`src/rtl/ecc_job_scheduler.sv`:
```
// Arbitrates two job requesters onto one ECC block: programs it over APB,
// waits (bounded) for completion and returns the result as a response.
module ecc_job_scheduler #(
   parameter int unsigned AMBA_ADDR_WIDTH = 20,
   parameter int unsigned AMBA_WORD       = 32,
   parameter int unsigned DATA_WIDTH      = 32,
   parameter int unsigned TIMEOUT         = 15
) (
   input  logic                       clk,
   input  logic                       rst,
   input  logic                       req0_valid,
   output logic                       req0_ready,
   input  logic [1:0]                 req0_ctrl,
   input  logic [1:0]                 req0_width,
   input  logic [AMBA_WORD-1:0]       req0_data,
   input  logic [AMBA_WORD-1:0]       req0_noise,
   input  logic                       req1_valid,
   output logic                       req1_ready,
   input  logic [1:0]                 req1_ctrl,
   input  logic [1:0]                 req1_width,
   input  logic [AMBA_WORD-1:0]       req1_data,
   input  logic [AMBA_WORD-1:0]       req1_noise,
   output logic [AMBA_ADDR_WIDTH-1:0] PADDR,
   output logic [AMBA_WORD-1:0]       PWDATA,
   output logic                       PSEL,
   output logic                       PENABLE,
   output logic                       PWRITE,
   input  logic                       operation_done,
   input  logic [DATA_WIDTH-1:0]      data_out,
   input  logic [1:0]                 num_of_errors,
   output logic                       resp_valid,
   input  logic                       resp_ready,
   output logic                       resp_id,
   output logic [DATA_WIDTH-1:0]      resp_data,
   output logic [1:0]                 resp_errors,
   output logic                       resp_timeout
);

   typedef enum logic [2:0] {
      IDLE   = 3'd0,
      SETUP  = 3'd1,
      ACCESS = 3'd2,
      WAIT   = 3'd3,
      RESP   = 3'd4
   } state_t;

   typedef enum logic [1:0] {
      W_WIDTH = 2'd0,
      W_DATA  = 2'd1,
      W_NOISE = 2'd2,
      W_CTRL  = 2'd3
   } widx_t;

   localparam logic [7:0] CNT_LAST = 8'(TIMEOUT - 1);

   state_t                  state_q, state_d;
   widx_t                   widx_q, widx_d;
   logic [7:0]              cnt_q, cnt_d;
   logic                    last_q, last_d;
   logic                    id_q, id_d;
   logic [1:0]              ctrl_q, ctrl_d;
   logic [1:0]              width_q, width_d;
   logic [AMBA_WORD-1:0]    data_q, data_d;
   logic [AMBA_WORD-1:0]    noise_q, noise_d;
   logic [DATA_WIDTH-1:0]   resp_data_q, resp_data_d;
   logic [1:0]              resp_errors_q, resp_errors_d;
   logic                    resp_timeout_q, resp_timeout_d;

   logic                       any_valid;
   logic                       grant_id;
   logic [AMBA_ADDR_WIDTH-1:0] sel_addr;
   logic [AMBA_WORD-1:0]       sel_wdata;

   // Requester 1 wins only when alone or when requester 0 had the last grant.
   assign any_valid = req0_valid | req1_valid;
   assign grant_id  = req1_valid & (~req0_valid | ~last_q);

   // Gated by rst so the handshake stays silent while reset is held.
   assign req0_ready = rst & (state_q == IDLE) & any_valid & ~grant_id;
   assign req1_ready = rst & (state_q == IDLE) & any_valid &  grant_id;

   assign resp_valid   = (state_q == RESP);
   assign resp_id      = id_q;
   assign resp_data    = resp_data_q;
   assign resp_errors  = resp_errors_q;
   assign resp_timeout = resp_timeout_q;

   always_comb begin
      sel_addr  = '0;
      sel_wdata = '0;
      case (widx_q)
         W_WIDTH: begin
            sel_addr  = AMBA_ADDR_WIDTH'(8'h08);
            sel_wdata = AMBA_WORD'(width_q);
         end
         W_DATA: begin
            sel_addr  = AMBA_ADDR_WIDTH'(8'h04);
            sel_wdata = data_q;
         end
         W_NOISE: begin
            sel_addr  = AMBA_ADDR_WIDTH'(8'h0C);
            sel_wdata = noise_q;
         end
         default: begin
            sel_addr  = '0;
            sel_wdata = AMBA_WORD'(ctrl_q);
         end
      endcase
   end

   always_comb begin
      state_d        = state_q;
      widx_d         = widx_q;
      cnt_d          = cnt_q;
      last_d         = last_q;
      id_d           = id_q;
      ctrl_d         = ctrl_q;
      width_d        = width_q;
      data_d         = data_q;
      noise_d        = noise_q;
      resp_data_d    = resp_data_q;
      resp_errors_d  = resp_errors_q;
      resp_timeout_d = resp_timeout_q;
      PADDR          = '0;
      PWDATA         = '0;
      PSEL           = 1'b0;
      PENABLE        = 1'b0;
      PWRITE         = 1'b0;

      case (state_q)
         IDLE: begin
            if (any_valid) begin
               state_d = SETUP;
               widx_d  = W_WIDTH;
               last_d  = grant_id;
               id_d    = grant_id;
               ctrl_d  = grant_id ? req1_ctrl  : req0_ctrl;
               width_d = grant_id ? req1_width : req0_width;
               data_d  = grant_id ? req1_data  : req0_data;
               noise_d = grant_id ? req1_noise : req0_noise;
            end
         end
         SETUP: begin
            PSEL    = 1'b1;
            PWRITE  = 1'b1;
            PADDR   = sel_addr;
            PWDATA  = sel_wdata;
            state_d = ACCESS;
         end
         ACCESS: begin
            PSEL    = 1'b1;
            PENABLE = 1'b1;
            PWRITE  = 1'b1;
            PADDR   = sel_addr;
            PWDATA  = sel_wdata;
            if (widx_q == W_CTRL) begin
               state_d = WAIT;
               cnt_d   = '0;
            end else begin
               state_d = SETUP;
               // Encode/decode jobs carry no noise word.
               if (widx_q == W_DATA && !ctrl_q[1])
                  widx_d = W_CTRL;
               else
                  widx_d = widx_t'(widx_q + 2'd1);
            end
         end
         WAIT: begin
            if (operation_done) begin
               resp_data_d    = data_out;
               resp_errors_d  = num_of_errors;
               resp_timeout_d = 1'b0;
               state_d        = RESP;
            end else if (cnt_q == CNT_LAST) begin
               resp_data_d    = '0;
               resp_errors_d  = '0;
               resp_timeout_d = 1'b1;
               state_d        = RESP;
            end else begin
               cnt_d = cnt_q + 8'd1;
            end
         end
         RESP: begin
            if (resp_ready)
               state_d = IDLE;
         end
         default: state_d = IDLE;
      endcase
   end

   always_ff @(posedge clk or negedge rst) begin
      if (!rst) begin
         state_q        <= IDLE;
         widx_q         <= W_WIDTH;
         cnt_q          <= '0;
         last_q         <= 1'b1;
         id_q           <= 1'b0;
         ctrl_q         <= '0;
         width_q        <= '0;
         data_q         <= '0;
         noise_q        <= '0;
         resp_data_q    <= '0;
         resp_errors_q  <= '0;
         resp_timeout_q <= 1'b0;
      end else begin
         state_q        <= state_d;
         widx_q         <= widx_d;
         cnt_q          <= cnt_d;
         last_q         <= last_d;
         id_q           <= id_d;
         ctrl_q         <= ctrl_d;
         width_q        <= width_d;
         data_q         <= data_d;
         noise_q        <= noise_d;
         resp_data_q    <= resp_data_d;
         resp_errors_q  <= resp_errors_d;
         resp_timeout_q <= resp_timeout_d;
      end
   end

endmodule

```
`config.mk`:
```
export PLATFORM = sky130hd
export DESIGN_NAME = ecc_job_scheduler
export DESIGN_NICKNAME = d
export VERILOG_FILES = /design/src/rtl/ecc_job_scheduler.sv
export SDC_FILE = /design/constraint.sdc
export NUM_CORES = 1
export LEC_CHECK = 0
export ABC_AREA = 0
export CORE_MARGIN = 2
export CORE_UTILIZATION = 45
export CTS_CLUSTER_DIAMETER = 80
export DETAILED_ROUTE_END_ITERATION = 12
export GPL_ROUTABILITY_DRIVEN = 0
export PLACE_DENSITY = 0.86
export SYNTH_ARGS = -nofsm -noshare
export SYNTH_HDL_FRONTEND = slang
export SYNTH_SLANG_ARGS = --single-unit
```
`constraint.sdc`:
```
create_clock -name clk -period 4.24 [get_ports clk]
set_clock_uncertainty 0.15 [all_clocks]
set_input_delay 0.848 -clock clk [delete_from_list [all_inputs] [get_ports clk]]
set_output_delay 0.848 -clock clk [all_outputs]
set_load 0.005 [all_outputs]
```
# Word-level counts from Yosys, hierarchy flattened
# Index checks and enable logic that the tools add are counted.
dict set report word_totals {
  reg_bits 118
  latchBits 0
  ramBits 0
  mem_bits_ro 0
  in_bits 176
  output_inout_bits 94
  elab_cells 82
  mem_count 0
}
dict set report classes {
  n_addsub 2
  multipliers 0
  n_div 0
  magnitude_cmp 0
  eq_ne 15
  shifts 0
  muxes 30
  n_bitwise 10
  n_reduce_logical 13
}
# operator count
set ops {}
lappend ops {{$mux 32} 5}
lappend ops {{$pmux 32 s3} 1}
lappend ops {{$mux 8} 3}
lappend ops {{$mux 20} 1}
lappend ops {{$mux 2} 8}
lappend ops {{$pmux 8 s2} 1}
lappend ops {{$pmux 3 s5} 1}
lappend ops {{$mux 3} 4}
lappend ops {{$pmux 4 s3} 1}
lappend ops {{$ne 2x2->1 const B} 5}
lappend ops {{$add 8x1->8 const B} 1}
lappend ops {{$eq 8x4->1 const B} 1}
lappend ops {{$eq 3x2->1 const B} 2}
lappend ops {{$reduce_and 3->1} 2}
lappend ops {{$reduce_bool 2->1} 3}
lappend ops {{$and 1x1->1} 5}
lappend ops {{$eq 2x2->1 const B} 2}
lappend ops {{$mux 1} 4}
lappend ops {{$pmux 2 s2} 1}
lappend ops {{$reduce_and 2->1} 2}
lappend ops {{$reduce_and 4->1} 1}
lappend ops {{$eq 3x1->1 const B} 1}
lappend ops {{$eq 3x3->1 const B} 1}
lappend ops {{$logic_not 3->1} 1}
lappend ops {{10 further kinds} 13}

# Logic depth before layout (Yosys ltp)
dict set report logic_depth {
  depth_word 5
  ltp_mapped 7
  ltp_nobuf 6
}

# Worst setup path after synthesis
# OpenSTA, ideal clock, no wires.
dict set report synth_timing {
  path_type {in2out}
  startpoint {input req1_valid}
  endpoint {output req1_ready}
  arrival_time_ps 1546
  required_ps 3242
  slack_ps 1696
  cell_stages 4
  path_buffers 2
  path_cell_list {a21boi_1 buf_4 buf_2 and3_1}
}
dict set report synth_between {
  elab_chain_cells 3
  word_cells_on_any_way 4
  classes_between {bitwise (4)}
}
# element line
set synth_lines {}
lappend synth_lines {{from (decl)} 17} ;# input logic req1_valid,
lappend synth_lines {{$or 1x1->1} 75} ;# assign any_valid = req0_valid | req1_valid;
lappend synth_lines {{$and 1x1->1} 80} ;# assign req1_ready = rst & (state_q == IDLE) & any_valid & grant_id;
lappend synth_lines {{$and 1x1->1 (*)} 80}
lappend synth_lines {{to (decl)} 18} ;# output logic req1_ready,
# Mark *: on every way between the ends. The rest lies on a longest branch, timed or not.

# Final worst setup path
dict set report layout_timing {
  startpoint {register state_q[0]}
  endpoint {output PWDATA[2]}
}
dict set report layout_between {
  elab_chain_cells 3
  word_cells_on_any_way 4
  classes_between {eq/ne (2); mux (1); reduce/logical (1)}
}
# element line
set layout_lines {}
lappend layout_lines {{from (decl)} 56} ;# state_t state_q, state_d;
lappend layout_lines {{from (signal assigned)} 206} ;# state_q <= state_d;
lappend layout_lines {{$eq 3x2->1 / $eq 3x1->1 (equally long branches)} 130} ;# case (state_q)
lappend layout_lines {{$reduce_or 2->1 (no source line) (*)} -}
lappend layout_lines {{$mux 32 (*)} 130}
lappend layout_lines {{to (decl)} 24} ;# output logic [AMBA_WORD-1:0] PWDATA,
# Marked as above.

==> metrics.txt <==
# TYPE chip_impl_metric gauge
chip_impl_info{name="status",value="finished clean"} 1
chip_impl_metric{name="timing.max_slew.rel_slack",unit=""} 0.2267
chip_impl_metric{name="placed_cells",unit=""} 959
chip_impl_metric{name="dr.first_iter.drc_count",unit=""} 279
chip_impl_metric{name="timing.final.setup_violations",unit=""} 0
chip_impl_info{name="postSynth.topFlopCell",value="sky130_fd_sc_hd__dfrtp_1"} 1
chip_impl_metric{name="vias",unit=""} 5286
chip_impl_info{name="grt_setup_unrepaired",value="no"} 1
chip_impl_metric{name="top_level_ports",unit=""} 270
chip_impl_metric{name="worst-slew-pin-transition",unit="ns"} 1.160
chip_impl_metric{name="yosysWarningCount",unit=""} 0
chip_impl_metric{name="num_rows",unit=""} 41
chip_impl_metric{name="die_w",unit="um"} 118.9
chip_impl_metric{name="detailed_route_wl",unit="mm"} 16.71
chip_impl_metric{name="pre_repair_dr_iteration_count",unit=""} 5
chip_impl_metric{name="clock_buffer_count_from_cts",unit=""} 17
chip_impl_metric{name="seqCellArea",unit="sq um"} 2954
chip_impl_metric{name="postCtsResizedCells",unit=""} 0
chip_impl_metric{name="syn-mean-instance-area",unit="sq um"} 10.31
chip_impl_metric{name="antenna-diode-count",unit=""} 0
chip_impl_metric{name="place_worst_setup_slack",unit="ns"} 0.5917
chip_impl_metric{name="number_of_buffers_inserted_by_hold_repair_at_cts",unit=""} 0
chip_impl_metric{name="h-tree-depth",unit=""} 4
chip_impl_metric{name="number_of_library_cell_types_mapped_by_synthesis",unit=""} 50
chip_impl_metric{name="pin_count_of_the_biggest_net_entering_global_routing",unit=""} 127
chip_impl_metric{name="hpwl",unit="mm"} 12.11
chip_impl_metric{name="clk_latency",unit="ns"} 0.41
chip_impl_metric{name="post_dp_cell_area",unit="sq um"} 8404
chip_impl_info{name="hold_path_class",value="input port to async pin"} 1
chip_impl_metric{name="routed_via_density",unit=""} 5.334
chip_impl_metric{name="grt-ovfl-total",unit=""} 0
chip_impl_info{name="clock-root-buffer",value="sky130_fd_sc_hd__clkbuf_16"} 1
chip_impl_metric{name="min_period_over_period",unit=""} 0.9327
chip_impl_metric{name="post-cts-setup-buffer-count",unit=""} 0
chip_impl_metric{name="timing.critical_path.fanout_max",unit=""} 31
chip_impl_info{name="synthDominantAreaCellType",value="sky130_fd_sc_hd__dfrtp_1"} 1
chip_impl_metric{name="synthArstFlopShare",unit=""} 1.000
chip_impl_metric{name="layout_setup_ws",unit="ns"} 0.2853
chip_impl_metric{name="vdd_drop_max",unit="uV"} 343.9
chip_impl_metric{name="core",unit="sq um"} 12770
chip_impl_info{name="cts_tree",value="yes"} 1
chip_impl_metric{name="antenna_violations_before_repair",unit=""} 0
chip_impl_metric{name="nFillCells",unit=""} 891
chip_impl_metric{name="detail_route.wl_per_cell",unit="um"} 16.86
chip_impl_metric{name="netlist_instances",unit=""} 576
chip_impl_metric{name="setup_tns_final",unit="ns"} 0
chip_impl_metric{name="grt_pass1_vias",unit=""} 5425
chip_impl_metric{name="area_growth",unit="%"} 52.08
chip_impl_metric{name="clock_sink_count",unit=""} 118
chip_impl_metric{name="finalNetCount",unit=""} 988
chip_impl_metric{name="maxCapViolations",unit=""} 0
chip_impl_info{name="r2r-start",value="state_q[2]$_DFFE_PN0P_"} 1
chip_impl_info{name="timing.critical_path.to_type",value="output pin"} 1
chip_impl_info{name="worst_setup_path_startpoint",value="state_q[0]$_DFFE_PN0P_"} 1
chip_impl_info{name="timing.setup.critical_path_class",value="flip-flop to output pin"} 1
chip_impl_metric{name="final_layout_size_suffix_gt1_frac",unit=""} 0.06960
chip_impl_metric{name="stdcell_area",unit="sq um"} 9029
chip_impl_metric{name="die_area",unit="sq um"} 14130
chip_impl_metric{name="yosysTopAreaCellShare",unit=""} 0.4932
chip_impl_metric{name="final-hold-violation-count",unit=""} 0
chip_impl_metric{name="clock_tree.buffer_depth",unit=""} 2
chip_impl_info{name="synth.area.top_cells",value="sky130_fd_sc_hd__dfrtp_1 (49%), sky130_fd_sc_hd__mux2i_1 (11%), sky130_fd_sc_hd__nand2_1 (4.6%)"} 1
chip_impl_metric{name="die_y",unit="um"} 118.9
chip_impl_metric{name="global_route_wire_length_before_repair",unit="mm"} 27.07
chip_impl_metric{name="ys_seq_elements",unit=""} 118
chip_impl_metric{name="port_buffers",unit=""} 251
chip_impl_metric{name="area_of_the_multi_input_gates",unit="sq um"} 2650
chip_impl_metric{name="worstPathArrival",unit="ns"} 2.96
chip_impl_metric{name="synth_edf_count",unit=""} 0
chip_impl_metric{name="yosysSeqAreaShare",unit=""} 0.4976
chip_impl_metric{name="leakage_power",unit="uW"} 0.003912
chip_impl_metric{name="timing_max_transition_violations_final",unit=""} 0
chip_impl_metric{name="antenna_violating_nets_post_route",unit=""} 0
chip_impl_metric{name="period_needed",unit="ns"} 3.955
chip_impl_metric{name="clk_pin_slew",unit="ns"} 0.06
chip_impl_info{name="start_kind",value="flip-flop"} 1
chip_impl_metric{name="initial_core_util",unit=""} 0.4648
chip_impl_metric{name="final-instance-count-excl-fill",unit=""} 991
chip_impl_metric{name="grt_util_all_layers",unit=""} 0.2431
chip_impl_metric{name="area_of_the_mapped_netlist",unit="sq um"} 5937
chip_impl_metric{name="drcViolationCount",unit=""} 0
chip_impl_metric{name="p_per_area",unit="nW/um^2"} 659.0
chip_impl_metric{name="fmax",unit="MHz"} 252.9
chip_impl_metric{name="req_time_crit_path",unit="ns"} 3.24
report_power, final:
group / total [uW] / switching, uW / internal [uW]
Clock: 1500 / 502 / 997
Combinational: 2460 / 1200 / 1260
Sequential: 1990 / 346 / 1640
Total: 5950 / 2050 / 3900
stage by stage:
step	power, uW	hold WS, ns	util
2_1_floorplan	3363	0.2824	-
3_3_place_gp	4353	0.3070	0.6579
3_5_place_dp	4457	0.3218	0.6579
4_1_cts	5992	0.2453	0.7068
5_1_grt	6336	0.2754	0.7068
6_report	5950	0.2390	0.7068
cells in the mapped netlist, types with 5 or more instances:
master / number
sky130_fd_sc_hd__dfrtp_1: 117
sky130_fd_sc_hd__nand2_1: 73
sky130_fd_sc_hd__mux2i_1: 68
sky130_fd_sc_hd__o21ai_0: 41
sky130_fd_sc_hd__nor2_1: 39
sky130_fd_sc_hd__o21ai_1: 38
sky130_fd_sc_hd__a22o_1: 31
sky130_fd_sc_hd__a22oi_1: 30
sky130_fd_sc_hd__buf_4: 29
sky130_fd_sc_hd__clkbuf_1: 20
sky130_fd_sc_hd__buf_2: 11
sky130_fd_sc_hd__a21oi_1: 7
sky130_fd_sc_hd__ha_1: 6
sky130_fd_sc_hd__inv_1: 6
sky130_fd_sc_hd__nand3_1: 5
placed cells by master (no fill, tap or decap), types with 4 or more instances in the layout:
cell type                         instances
sky130_fd_sc_hd__ha_1                     6
sky130_fd_sc_hd__mux2i_1                 68
sky130_fd_sc_hd__nor2_1                  39
sky130_fd_sc_hd__dfrtp_1                117
sky130_fd_sc_hd__a31oi_1                  4
sky130_fd_sc_hd__buf_4                    8
sky130_fd_sc_hd__o21ai_1                 38
sky130_fd_sc_hd__a22o_1                  31
sky130_fd_sc_hd__bufinv_16                4
sky130_fd_sc_hd__a22o_2                   4
sky130_fd_sc_hd__inv_1                    6
sky130_fd_sc_hd__conb_1                  18
sky130_fd_sc_hd__clkdlybuf4s50_1        250
sky130_fd_sc_hd__nor3_1                   4
sky130_fd_sc_hd__o31ai_1                  4
sky130_fd_sc_hd__a21oi_1                  7
sky130_fd_sc_hd__o21ai_0                 41
sky130_fd_sc_hd__clkinvlp_4               4
sky130_fd_sc_hd__a22oi_1                 30
sky130_fd_sc_hd__nand2_1                 73
sky130_fd_sc_hd__clkbuf_16               17
sky130_fd_sc_hd__nand3_1                  5
state kept, by name, summed over array words and instances (netlist names):
| name | cells |
|---|---|
| cnt_q | 8 |
| ctrl_q | 2 |
| data_q | 32 |
| last_q | 1 |
| noise_q | 32 |
| resp_data | 32 |
| resp_errors | 2 |
| resp_id | 1 |
| resp_timeout | 1 |
| state_q | 3 |
| width_q | 2 |
| widx_q | 2 |
per-layer routing:
| layer | GRT usage | vias up | routed length [um] |
|---|---|---|---|
| li1 | - | 2492 | - |
| met1 | 0.2874 | 2507 | 6629 |
| met2 | 0.4206 | 264 | 8355 |
| met3 | 0.07375 | 23 | 1346 |
| met4 | 0.08333 | 0 | 374 |
| met5 | 0 | - | 0 |
worst paths after layout:
path | end | slack [ns] | depth (start not counted)
setup / recovery | PWDATA[2] | 0.29 | 4
hold / removal | ctrl_q[0]$_DFFE_PN0P_ | 0.24 | 1
setup reg to reg | data_q[10]$_DFFE_PN0P_ | 1.74 | 4
hold reg to reg | noise_q[17]$_DFFE_PN0P_ | 0.33 | 2
max in group asynchronous | resp_errors[0]$_DFFE_PN0P_ | 2.19 | 3
min in group clk | noise_q[17]$_DFFE_PN0P_ | 0.33 | 2
area by class of cell:
cell class,instances,area share
clock buffer,20,0.04947
clock inverter,12,0.01968
inverter,6,0.002494
multi-input combinational,405,0.2935
sequential,118,0.3272
tap,172,0.02384
timing repair buffer,258,0.2838
kinds of logic (layout without fill, tap and decap cells):
kind of cell	count (synthesis)	after routing	synth area share
AO/OA/AOI/OAI	170	170	0.1928
AND/OR/NAND/NOR	142	142	0.1102
flip-flops	118	118	0.4976
buffers and inverters	70	296	0.06997
multiplexers	68	68	0.1146
adder cells (fa/ha/maj)	6	6	0.01264
other	1	18	0.0006316
XOR/XNOR	1	1	0.001476
critical path, cell delays in order, from the launching register on:
cell and delay [ns]:
sky130_fd_sc_hd__dfrtp_1 0.52, sky130_fd_sc_hd__xnor2_1 0.41, sky130_fd_sc_hd__or3_1 0.94, sky130_fd_sc_hd__nor2_1 0.12, sky130_fd_sc_hd__clkdlybuf4s50_1 0.54
No activity file was read; power rests on OpenSTA's default activity.
